===== src/rtl/serializer_if.sv =====
// Word-in / bit-out handshake bundle for the serializer.
// master drives words and consumes bits; slave is the serializer itself.
interface serializer_if #(
    parameter int DATA_W = 16,
    parameter int MOD_W  = $clog2(DATA_W)
);
    logic [DATA_W-1:0] data_i;
    logic [MOD_W-1:0]  data_mod_i;
    logic              data_val_i;
    logic              ser_data_o;
    logic              ser_data_val_o;
    logic              busy_o;

    modport master (
        output data_i,
        output data_mod_i,
        output data_val_i,
        input  ser_data_o,
        input  ser_data_val_o,
        input  busy_o
    );

    modport slave (
        input  data_i,
        input  data_mod_i,
        input  data_val_i,
        output ser_data_o,
        output ser_data_val_o,
        output busy_o
    );
endinterface


===== src/rtl/serializer.sv =====
// Parallel-to-serial converter, MSB first, back-to-back words without gaps.
// Define SERIALIZER_LSB_FIRST_EN to send LSB first (data_i[N-1:0]).
module serializer #(
    parameter int DATA_W = 16,
    parameter int MOD_W  = $clog2(DATA_W)
) (
    input  logic         clk_i,
    input  logic         srst_i,
    serializer_if.slave  bus
);

    typedef enum logic {IDLE, TX} state_t;

    localparam logic [MOD_W:0] FULL_CNT = (MOD_W+1)'(DATA_W);

    state_t            state_q, state_d;
    logic [MOD_W:0]    cnt_q, cnt_d;
    logic [DATA_W-1:0] shreg_q, shreg_d;

    logic              accept;
    logic              last_bit;
    logic              out_bit;
    logic [MOD_W:0]    load_cnt;
    logic [DATA_W-1:0] shifted;

    // In TX the counter holds the bits still to drive, including the current one.
    assign last_bit = (state_q == TX) && (cnt_q == (MOD_W+1)'(1));
    assign accept   = bus.data_val_i && !bus.busy_o;
    assign load_cnt = (bus.data_mod_i == '0) ? FULL_CNT
                                             : {1'b0, bus.data_mod_i};

`ifdef SERIALIZER_LSB_FIRST_EN
    assign out_bit = shreg_q[0];
    assign shifted = {1'b0, shreg_q[DATA_W-1:1]};
`else
    assign out_bit = shreg_q[DATA_W-1];
    assign shifted = {shreg_q[DATA_W-2:0], 1'b0};
`endif

    assign bus.ser_data_val_o = (state_q == TX);
    assign bus.ser_data_o     = (state_q == TX) ? out_bit : 1'b0;
    assign bus.busy_o         = (state_q == TX) && !last_bit;

    always_comb begin
        state_d = state_q;
        cnt_d   = cnt_q;
        shreg_d = shreg_q;
        unique case (state_q)
            IDLE: begin
                if (accept) begin
                    state_d = TX;
                    cnt_d   = load_cnt;
                    shreg_d = bus.data_i;
                end
            end
            TX: begin
                if (accept) begin
                    cnt_d   = load_cnt;
                    shreg_d = bus.data_i;
                end else if (last_bit) begin
                    state_d = IDLE;
                    cnt_d   = '0;
                    shreg_d = '0;
                end else begin
                    cnt_d   = cnt_q - (MOD_W+1)'(1);
                    shreg_d = shifted;
                end
            end
            default: begin
                state_d = IDLE;
                cnt_d   = '0;
                shreg_d = '0;
            end
        endcase
    end

    always_ff @(posedge clk_i) begin
        if (srst_i) begin
            state_q <= IDLE;
            cnt_q   <= '0;
            shreg_q <= '0;
        end else begin
            state_q <= state_d;
            cnt_q   <= cnt_d;
            shreg_q <= shreg_d;
        end
    end

endmodule

===== src/flat_wrapper.sv =====
// flat-port wrapper written by rule: the top's interface ports become plain ports
module serializer_flat 
#(
    parameter int DATA_W = 16,
    parameter int MOD_W  = $clog2(DATA_W)
)
  (clk_i, srst_i, bus_data_i, bus_data_mod_i, bus_data_val_i, bus_ser_data_o, bus_ser_data_val_o, bus_busy_o);
  serializer_if #(.DATA_W(DATA_W), .MOD_W(MOD_W)) bus_i ();
  input  logic clk_i;
  input  logic srst_i;
  input wire logic [$bits(bus_i.data_i)-1:0] bus_data_i;
  input wire logic [$bits(bus_i.data_mod_i)-1:0] bus_data_mod_i;
  input wire logic [$bits(bus_i.data_val_i)-1:0] bus_data_val_i;
  output wire logic [$bits(bus_i.ser_data_o)-1:0] bus_ser_data_o;
  output wire logic [$bits(bus_i.ser_data_val_o)-1:0] bus_ser_data_val_o;
  output wire logic [$bits(bus_i.busy_o)-1:0] bus_busy_o;
  assign bus_i.data_i = bus_data_i;
  assign bus_i.data_mod_i = bus_data_mod_i;
  assign bus_i.data_val_i = bus_data_val_i;
  assign bus_ser_data_o = bus_i.ser_data_o;
  assign bus_ser_data_val_o = bus_i.ser_data_val_o;
  assign bus_busy_o = bus_i.busy_o;
  serializer #(.DATA_W(DATA_W), .MOD_W(MOD_W)) u_core (.clk_i(clk_i), .srst_i(srst_i), .bus(bus_i));
endmodule

===== config.mk =====
export PLATFORM = sky130hd
export DESIGN_NAME = serializer_flat
export DESIGN_NICKNAME = d
export VERILOG_FILES = /design/src/rtl/serializer_if.sv /design/src/rtl/serializer.sv /design/src/flat_wrapper.sv
export SDC_FILE = /design/constraint.sdc
export NUM_CORES = 1
export LEC_CHECK = 0
export BUFFER_PORTS_ARGS = -buffer_cell sky130_fd_sc_hd__buf_2
export CAP_MARGIN = 10
export CELL_PAD_IN_SITES_DETAIL_PLACEMENT = 2
export CELL_PAD_IN_SITES_GLOBAL_PLACEMENT = 2
export CORE_MARGIN = 3
export CORE_UTILIZATION = 33
export CTS_BUF_LIST = sky130_fd_sc_hd__clkbuf_16
export CTS_CLUSTER_DIAMETER = 100
export DETAILED_ROUTE_END_ITERATION = 10
export PLACE_DENSITY_LB_ADDON = 0.1
export SLEW_MARGIN = 20
export SYNTH_ARGS = -nofsm -noshare
export SYNTH_HDL_FRONTEND = slang
export SYNTH_SLANG_ARGS = --single-unit

===== constraint.sdc =====
create_clock -name clk_i -period 2.5 [get_ports clk_i]
set_input_delay 0.125 -clock clk_i [delete_from_list [all_inputs] [get_ports clk_i]]
set_output_delay 0.125 -clock clk_i [all_outputs]
set_load 0.01 [all_outputs]

# Word level (Yosys, flattened, before mapping)
# Index checks and enable logic that the tools add are counted.
[totals] ff_bits=22 input_bits=23 output_inout_bits=3
[op_classes] addsub=1 eq_ne=2 n_mux=14 n_bitwise=1 n_reduce_logical=6
[op_table] operator="16-bit 2-to-1 mux" n=3
[op_table] operator="16-bit one-hot mux with 2 select lines" n=1
[op_table] operator="5-bit 2-to-1 mux" n=4
[op_table] operator="5-bit one-hot mux with 2 select lines" n=1
[op_table] operator="5-bit by 1-bit == test with 1-bit output, second input constant" n=1
[op_table] operator="5-bit by 1-bit subtractor with 5-bit output, second input constant" n=1
[op_table] operator="4-bit zero test" n=1
[op_table] operator="1-bit 2-to-1 mux" n=4
[op_table] operator="1-bit logical AND" n=3
[op_table] operator="1-bit zero test" n=2
[op_table] operator="2-bit by 1-bit != test with 1-bit output, second input constant" n=1
[op_table] operator="1-bit one-hot mux with 2 select lines" n=1
[op_table] operator="1-bit NOT" n=1

# Depth between registers and ports, before layout
# Gate-level depths: netlist (run 1).
[logic_depth] depth_word=8 ltp_mapped=7 depth_no_buf=5

# Worst setup path before layout (run 1)
# No wires, ideal clock.
[synth_timing] path_kind="flip-flop to flip-flop" from="register u_core.cnt_q[0]" to="register u_core.cnt_q[0]" setup_time_ns=0.132 arrival_time_ns=1.449 required_ns=2.368 setup_slack_ns=0.919 path_stages_with_launch=7 period_less_slack_ns=1.581 path_cell_list="dfxtp_1 > ha_1 > or4b_1 > buf_2 > buf_6 > a22oi_2 > a21oi_1"
[synth_via] elab_chain_len=8
[synth_lines] item="start, declared" line_no="serializer.sv:17" rtl="logic [MOD_W:0] cnt_q, cnt_d;"
[synth_lines] item="start signal, assigned" line_no="serializer.sv:84" rtl="cnt_q <= cnt_d;"
[synth_lines] item="parallel branches: the longest is 8 deep, another holds 5-bit by 1-bit subtractor with 5-bit output"
# Several ways; the timed one is not identified.
# A chain may end at the register's enable or synchronous reset.

# Final worst setup path (run 1)
[layout_timing] from="register u_core.cnt_q[0]" to="output bus_busy_o"
[layout_via] elab_chain_len=4
[layout_lines] item="5-bit by 1-bit == test with 1-bit output" line_no="serializer.sv:27" rtl="assign last_bit = (state_q == TX) && (cnt_q == (MOD_W+1)'(1));"
[layout_lines] item="1-bit logical AND" line_no="serializer.sv:27"
[layout_lines] item="1-bit zero test" line_no="serializer.sv:42" rtl="assign bus.busy_o = (state_q == TX) && !last_bit;"
[layout_lines] item="1-bit logical AND" line_no="serializer.sv:42"
[layout_lines] item="end, declared" line_no="flat_wrapper.sv:16" rtl="output wire logic [$bits(bus_i.busy_o)-1:0] bus_busy_o;"
# Every way passes these cells.

==> results of run 1 <==
## routing by layer
metal  global-route usage, %  up-vias
met1                   24.63      695
met4                   4.380        0
met3                   2.593        4
met2                   34.68       19
met5                       0        -
li1                        -      650
## synthesized netlist by cell type
library cell	count	area, µm²
a211o_1	1	8.760
nor2b_1	3	18.77
nor4_1	1	6.260
nor3b_1	1	7.510
o32ai_1	1	8.760
a32oi_1	2	17.52
mux2i_1	1	10.01
a311o_1	1	10.01
nand3_1	15	75.07
a211oi_1	1	7.510
ha_1	2	25.02
nor3_1	3	15.01
a22oi_2	1	12.51
inv_1	5	18.77
dfxtp_1	22	440.4
or4b_1	1	10.01
nand2_1	1	3.750
a21oi_1	4	20.02
mux2_2	1	11.26
nor4b_2	1	15.01
buf_1	1	3.750
nor2_1	19	71.32
and2_1	1	6.260
a311oi_1	16	140.1
or4_1	1	7.510
buf_6	1	11.26
o22ai_1	1	6.260
or3_1	1	6.260
clkbuf_1	9	33.78
buf_2	8	40.04
o211ai_1	17	127.6
o21ai_0	17	85.08
xor2_1	1	8.760
nand2b_1	1	6.260
or2_2	1	6.260
## worst reg2reg max path: cells and delay by family, from the launching register on
kind	cells	cell delay [ps]
adders and majority gates	1	200
DFF	1	390
and+or+nand+nor	1	800
AOI/OAI and AO/OA	2	430
## stage by stage
step	instances	hold WS, ps
floorplan	163	241.0
global placement	221	394.9
detailed placement	221	411.0
CTS	224	152.2
global route	224	184.1
finish	224	151.0
## final cells by class
cell class / instances / area share (%)
Sequential cell: 22 / 29.28
Timing Repair Buffer: 29 / 10.32
Tap cell: 48 / 3.993
Multi-Input combinational cell: 117 / 50.17
Inverter: 5 / 1.248
Clock buffer: 3 / 4.992
## sequential cells by signal (all words and copies together), names as in the netlist
name	cells
u_core.cnt_q	5
u_core.shreg_q	16
u_core.bus.ser_data_val_o	1
## cells in the final DEF (no fill, tap or decap), drive strengths merged
master / count
nor4b: 1
and2: 1
a21oi: 4
a311o: 1
inv: 5
nand2: 1
a211o: 1
buf: 29
nor2: 19
a211oi: 1
ha: 2
nand2b: 1
nor4: 1
nor3b: 1
o211ai: 17
or4b: 1
or2: 1
o21ai: 17
o22ai: 1
nor2b: 3
xor2: 1
mux2: 1
nor3: 3
nand3: 15
or3: 1
clkbuf: 3
a32oi: 2
mux2i: 1
a22oi: 1
a311oi: 16
dfxtp: 22
o32ai: 1
or4: 1
## cells by family (layout without fill, tap and decap cells)
kind of cell / count (synthesis) / in the layout / synth area share [%]
AO/OA/AOI/OAI: 62 / 62 / 34.10
AND/OR/NAND/NOR: 50 / 50 / 19.60
buffers and inverters: 24 / 37 / 8.261
flip-flops: 22 / 22 / 33.81
adder cells (fa/ha/maj): 2 / 2 / 1.921
multiplexers: 2 / 2 / 1.633
XOR/XNOR: 1 / 1 / 0.6726
## worst min-delay path by stage
stage / to / cells past startpoint / slack (ps)
floorplan: u_core.cnt_q[4]$_SDFFE_PP0P_ / 1 / 240
detailed placement: u_core.shreg_q[0]$_SDFFE_PP0P_ / 3 / 410
global placement: u_core.shreg_q[0]$_SDFFE_PP0P_ / 3 / 390
CTS: u_core.shreg_q[0]$_SDFFE_PP0P_ / 3 / 150
global route: u_core.shreg_q[0]$_SDFFE_PP0P_ / 3 / 180
finish: u_core.shreg_q[0]$_SDFFE_PP0P_ / 3 / 150
## power groups by stage
stage               clock, mW  sequential (mW)  combinational (mW)
CTS                     0.341            0.419               0.220
finish                  0.334            0.419               0.217
global placement            0            0.424               0.207
floorplan                   0            0.415               0.157
detailed placement          0            0.427               0.219
global route            0.359            0.426               0.245
==> results.md, run 1 <==
* Yosys warns at 0
* Reg clk slew, reported paths at 60 ps
* Synthesized area at 0.001302 mm²
* CTS tree: done
* FF-to-FF Start: u_core.cnt_q[0]$_SDFFE_PP0P_
* # rows at 22
* Register Area at 440.4 µm²
* Max-slew headroom at 52.90%
* Worst vdd ir at 0.0002694 V
* Core Region at 0.003744 mm²
* Max incr delay on CP at 800 ps
* Register bit total from synthesis at 22
* DR vias/cell at 6.107
* Setup TNS at 0 ps
* # fillers at 450
* Final setup violation count at 0
* Initial Utilization at 34.79%
* Wire length on met3 at 113 µm
* Multi-input gate area at 754.5 µm²
* Total CTS buffers at 3
* LEAKAGE at 0.5525 nW
* Crit path depth at 5
* H-tree levels at 1
* Total Wirelength at 4146 µm
* Share of cells above drive strength 1 at 20.45%
* Maximum clock path buffer count at 2
* First-pass GRT wire length at 6955 µm
* Nets@finish at 203
* Clock skew at 3.110 ps
* GRT Total Usage at 19.43%
* WP data arrival at 2080 ps
* Root Driver: clkbuf_16
* Crit path to: bus_busy_o
* Final worst path period share at 88.34%
* Pre-CTS WS at 545.2 ps
* Die Ht at 68.83 µm
* Largest net degree at the start of global routing at 28
* First-pass DRT Iterations at 4
* CTS Sinks at 22
* Worst path bufs/invs at 2
* Worst Setup End Kind: primary output
* Power Dens Cells at 645.3 mW/mm²
* DR DRC count at 0
* Crit path kind: reg -> out
* RePlAce Congestion at 0.7019
* Min-delay worst type: in -> reg
* NetSw at 0.2850 mW
* Syn_area_per_cell at 7.991 µm²
* Hold Fails Final Rpt at 0
* Top sig layer: met4
* Grt ovf at 0
* Post-synth cell types at 35
* RSZ-0062 raised after global routing: false
* Cells on worst reg2reg path at 4
* Post-CTS Hold Buffers at 0
* Vias at 1368
* Setup slack after layout at 291.5 ps
* Register area share after synthesis at 33.81%
* Fin util at 40.17%
* Clock group share of total power at 34.4%
* CP required at 2380 ps
* R2R Path End: u_core.cnt_q[2]$_SDFFE_PP0P_
* Status: complete, no violations
* Cell Int Power at 0.6855 mW
* Fin crit period at 2208 ps
* Critical Path Slowest Stage Cell: or4b_1
* Worst Tran Pin Value at 706.5 ps
* Antenna cell count at 0
* Design Area, Final at 0.001504 mm²
* Launch point of the worst hold path: bus_data_i[0]
* Met2 WL at 2112 µm
* Initial drt markers at 99
* Crit path max-delay family: simple AND/OR/NAND/NOR gates
* Initial antenna violation count at 0
* Wire per inst at 18.51 µm
* Area Overhead vs Synth at 15.47%
* Register share of total power at 43.2%
* Worst Setup Start Kind: register
* Max-cap violations at 0
* Die ar. at 0.004737 mm²
* WL met1 at 1886 µm
* Vias in the first global route at 1413
* Gate Count Post-Synth at 163
* Crit path launch: u_core.cnt_q[0]$_SDFFE_PP0P_
* Flop2flop setup slack at 550 ps
* Pins Over Slew Limit at 0
* Post-DP HPWL at 2809 µm
* Post-DP Area at 0.001429 mm²
* Top Ports at 26
* Clk Latency, worst-skew pair at 250 ps
* Fmax achieved at 452.8 MHz
* Setup Fix Bufs, Post-CTS at 0
* Syn Nets at 188
* Post-CTS sizing at 0
* ANT nets after route at 0
* Port Buffers at 25
* Comb power frac at 22.4%
* Die width at 68.83 µm
* Highest fanout seen on the critical path at 18
* Switching Share at 29.37%
* CP cell instances: ha_1 > or4b_1 > nand2_1 > inv_1 > buf_2
* Pwr Total at 0.9705 mW
Note: power is estimated with default switching activity, not from simulation.
==> run 2, diff against run 1 <==
CORE_ASPECT_RATIO = 0.9   (was unset)
==> results.md, run 2 (synthesized netlist as in run 1, its figures left out) <==
* Status: complete, no violations
* Worst vdd ir at 0.0003338 V (+24%)
* Wire per inst at 18.83 µm (+1.8%)
* Final setup violation count at 0 (unchanged)
* Worst Setup Start Kind: register
* CP cell instances: ha_1 > or4b_1 > nand2_1 > inv_1 > buf_2
* Most common cell after layout, fill and taps aside: buf_2
* Post-CTS Hold Buffers at 0 (unchanged)
* Worst path bufs/invs at 2 (unchanged)
* Total CTS buffers at 3 (unchanged)
* Die ar. at 0.004738 mm² (about the same)
* WP data arrival at 2080 ps (about the same)
* ANT nets after route at 0 (unchanged)
* GRT Total Usage at 19.13% (-0.30 points)
* LEAKAGE at 0.5525 nW (unchanged)
* First-pass DRT Iterations at 4 (unchanged)
* FF-to-FF Start: u_core.cnt_q[0]$_SDFFE_PP0P_
* Setup Fix Bufs, Post-CTS at 0 (unchanged)
* Total Wirelength at 4181 µm (+0.84%)
* DR vias/cell at 6.041 (-1.1%)
* # rows at 21 (-4.5%)
* Crit path depth at 5 (unchanged)
* Initial Utilization at 34.67% (-0.13 points)
* Nets@finish at 203 (unchanged)
* Hold Fails Final Rpt at 0 (unchanged)
* Largest net degree at the start of global routing at 28 (unchanged)
* Largest register by flop count: u_core.shreg_q
* Core Region at 0.003757 mm² (+0.37%)
* CTS tree: done
* Fin crit period at 2206 ps (-2.185 ps)
* Post-DP HPWL at 2821 µm (+0.42%)
* Clk Latency, worst-skew pair at 260 ps (about the same)
* Fmax achieved at 453.2 MHz (about the same)
* Worst Setup End Kind: primary output
* Min-delay worst type: in -> reg
* Most frequent cells in the layout: buf_2 (25), dfxtp_1 (22), nor2_1 (19)
* RSZ-0062 raised after global routing: false
* Die Ht at 65.60 µm (-4.7%)
* Antenna cell count at 0 (unchanged)
* Max incr delay on CP at 790 ps (about the same)
* Die width at 72.23 µm (+4.9%)
* Crit path max-delay family: simple AND/OR/NAND/NOR gates
* H-tree levels at 1 (unchanged)
* Max-slew headroom at 54.42% (+1.5 points)
* Port Buffers at 25 (unchanged)
* DR DRC count at 0 (unchanged)
* Initial antenna violation count at 0 (unchanged)
* Top Ports at 26 (unchanged)
* Maximum clock path buffer count at 2 (unchanged)
* Grt ovf at 0 (unchanged)
* Root Driver: clkbuf_16
* CTS Sinks at 22 (unchanged)
* Vias at 1341 (-2.0%)
* Area Overhead vs Synth at 15.27%
* Power Dens Cells at 653.8 mW/mm² (+1.3%)
* Hold Path Stages at 3 (unchanged)
* First-pass GRT wire length at 7107 µm (+2.2%)
* RePlAce Congestion at 0.7441 (+6.0%)
* Cells on worst reg2reg path at 4 (unchanged)
* Launch point of the worst hold path: bus_data_i[0]
* Worst Tran Pin Value at 683.0 ps (-23.54 ps)
* Crit path launch: u_core.cnt_q[0]$_SDFFE_PP0P_
* Reg clk slew, reported paths at 60 ps (about the same)
* Max FFs per register at 16 (unchanged)
* Vias in the first global route at 1517 (+7.4%)
* Initial drt markers at 29 (-71%)
* Pins Over Slew Limit at 0 (unchanged)
* CP required at 2380 ps (about the same)
* Post-CTS sizing at 0 (unchanged)
* Critical Path Slowest Stage Cell: or4b_1
* Final worst path period share at 88.25% (about the same)
* Crit path kind: reg -> out
* Max-cap violations at 0 (unchanged)
* Highest fanout seen on the critical path at 18 (unchanged)
* Pwr Total at 0.9816 mW (+1.1%)
* Clock skew at 2.405 ps (-0.7053 ps)
* Share of cells above drive strength 1 at 20.45% (unchanged)
* Setup TNS at 0 ps (unchanged)
-- run 2: cell counts in the layout (fill, tap and decap cells not counted) --
Identical to the previous run, type by type.
-- run 2: cell type report --
class | instances | area [µm²]
Inverter | 5 | 18.77
Fill cell | 438 | 2256
Multi-Input combinational cell | 117 | 754.5
Sequential cell | 22 | 440.4
Timing Repair Buffer | 29 | 155.1
Clock buffer | 3 | 75.07
Tap cell | 46 | 57.56
-- run 2: path summary, 6_finish.rpt --
path                                     to  slack, ps
max                              bus_busy_o        290
min          u_core.shreg_q[0]$_SDFFE_PP0P_        160
max reg2reg    u_core.cnt_q[2]$_SDFFE_PP0P_        570
min reg2reg  u_core.shreg_q[3]$_SDFFE_PP0P_        490
-- run 2: power breakdown --
part / leakage (nW) / switching [mW] / internal, mW
combinational: 0.333 / 0.132 / 0.0871
clock: 0.0370 / 0.135 / 0.212
sequential: 0.183 / 0.0288 / 0.387
-- run 2: stage by stage --
step	instance area (µm²)	utilization, %	std cells	hold WS, ps	worst slack [ps]
5_1_grt	1501	39.96	222	201.1	119.7
6_report	1501	39.96	222	160.2	293.7
3_5_place_dp	1426	37.96	219	424.9	560.8
4_1_cts	1501	39.96	222	162.8	273.5
3_3_place_gp	1426	37.96	219	393.8	626.3
2_1_floorplan	1303	-	163	241.0	918.8
-- run 2: worst register-to-register path, stage by stage, from the launching register on --
cell     delay (ps)
dfxtp_1         390
ha_1            210
or4b_1          790
a32oi_1         320
o22ai_1          90
-- run 2: routing by layer --
layer | part of all wire, % | global-route usage, % | wire, µm | vias to the layer above
li1 | - | - | - | 646
met3 | 2.2 | 3.364 | 92 | 5
met4 | 0.69 | 4.460 | 29 | 0
met5 | 0 | 0 | 0 | -
met2 | 50 | 33.41 | 2072 | 13
met1 | 48 | 24.26 | 1987 | 677
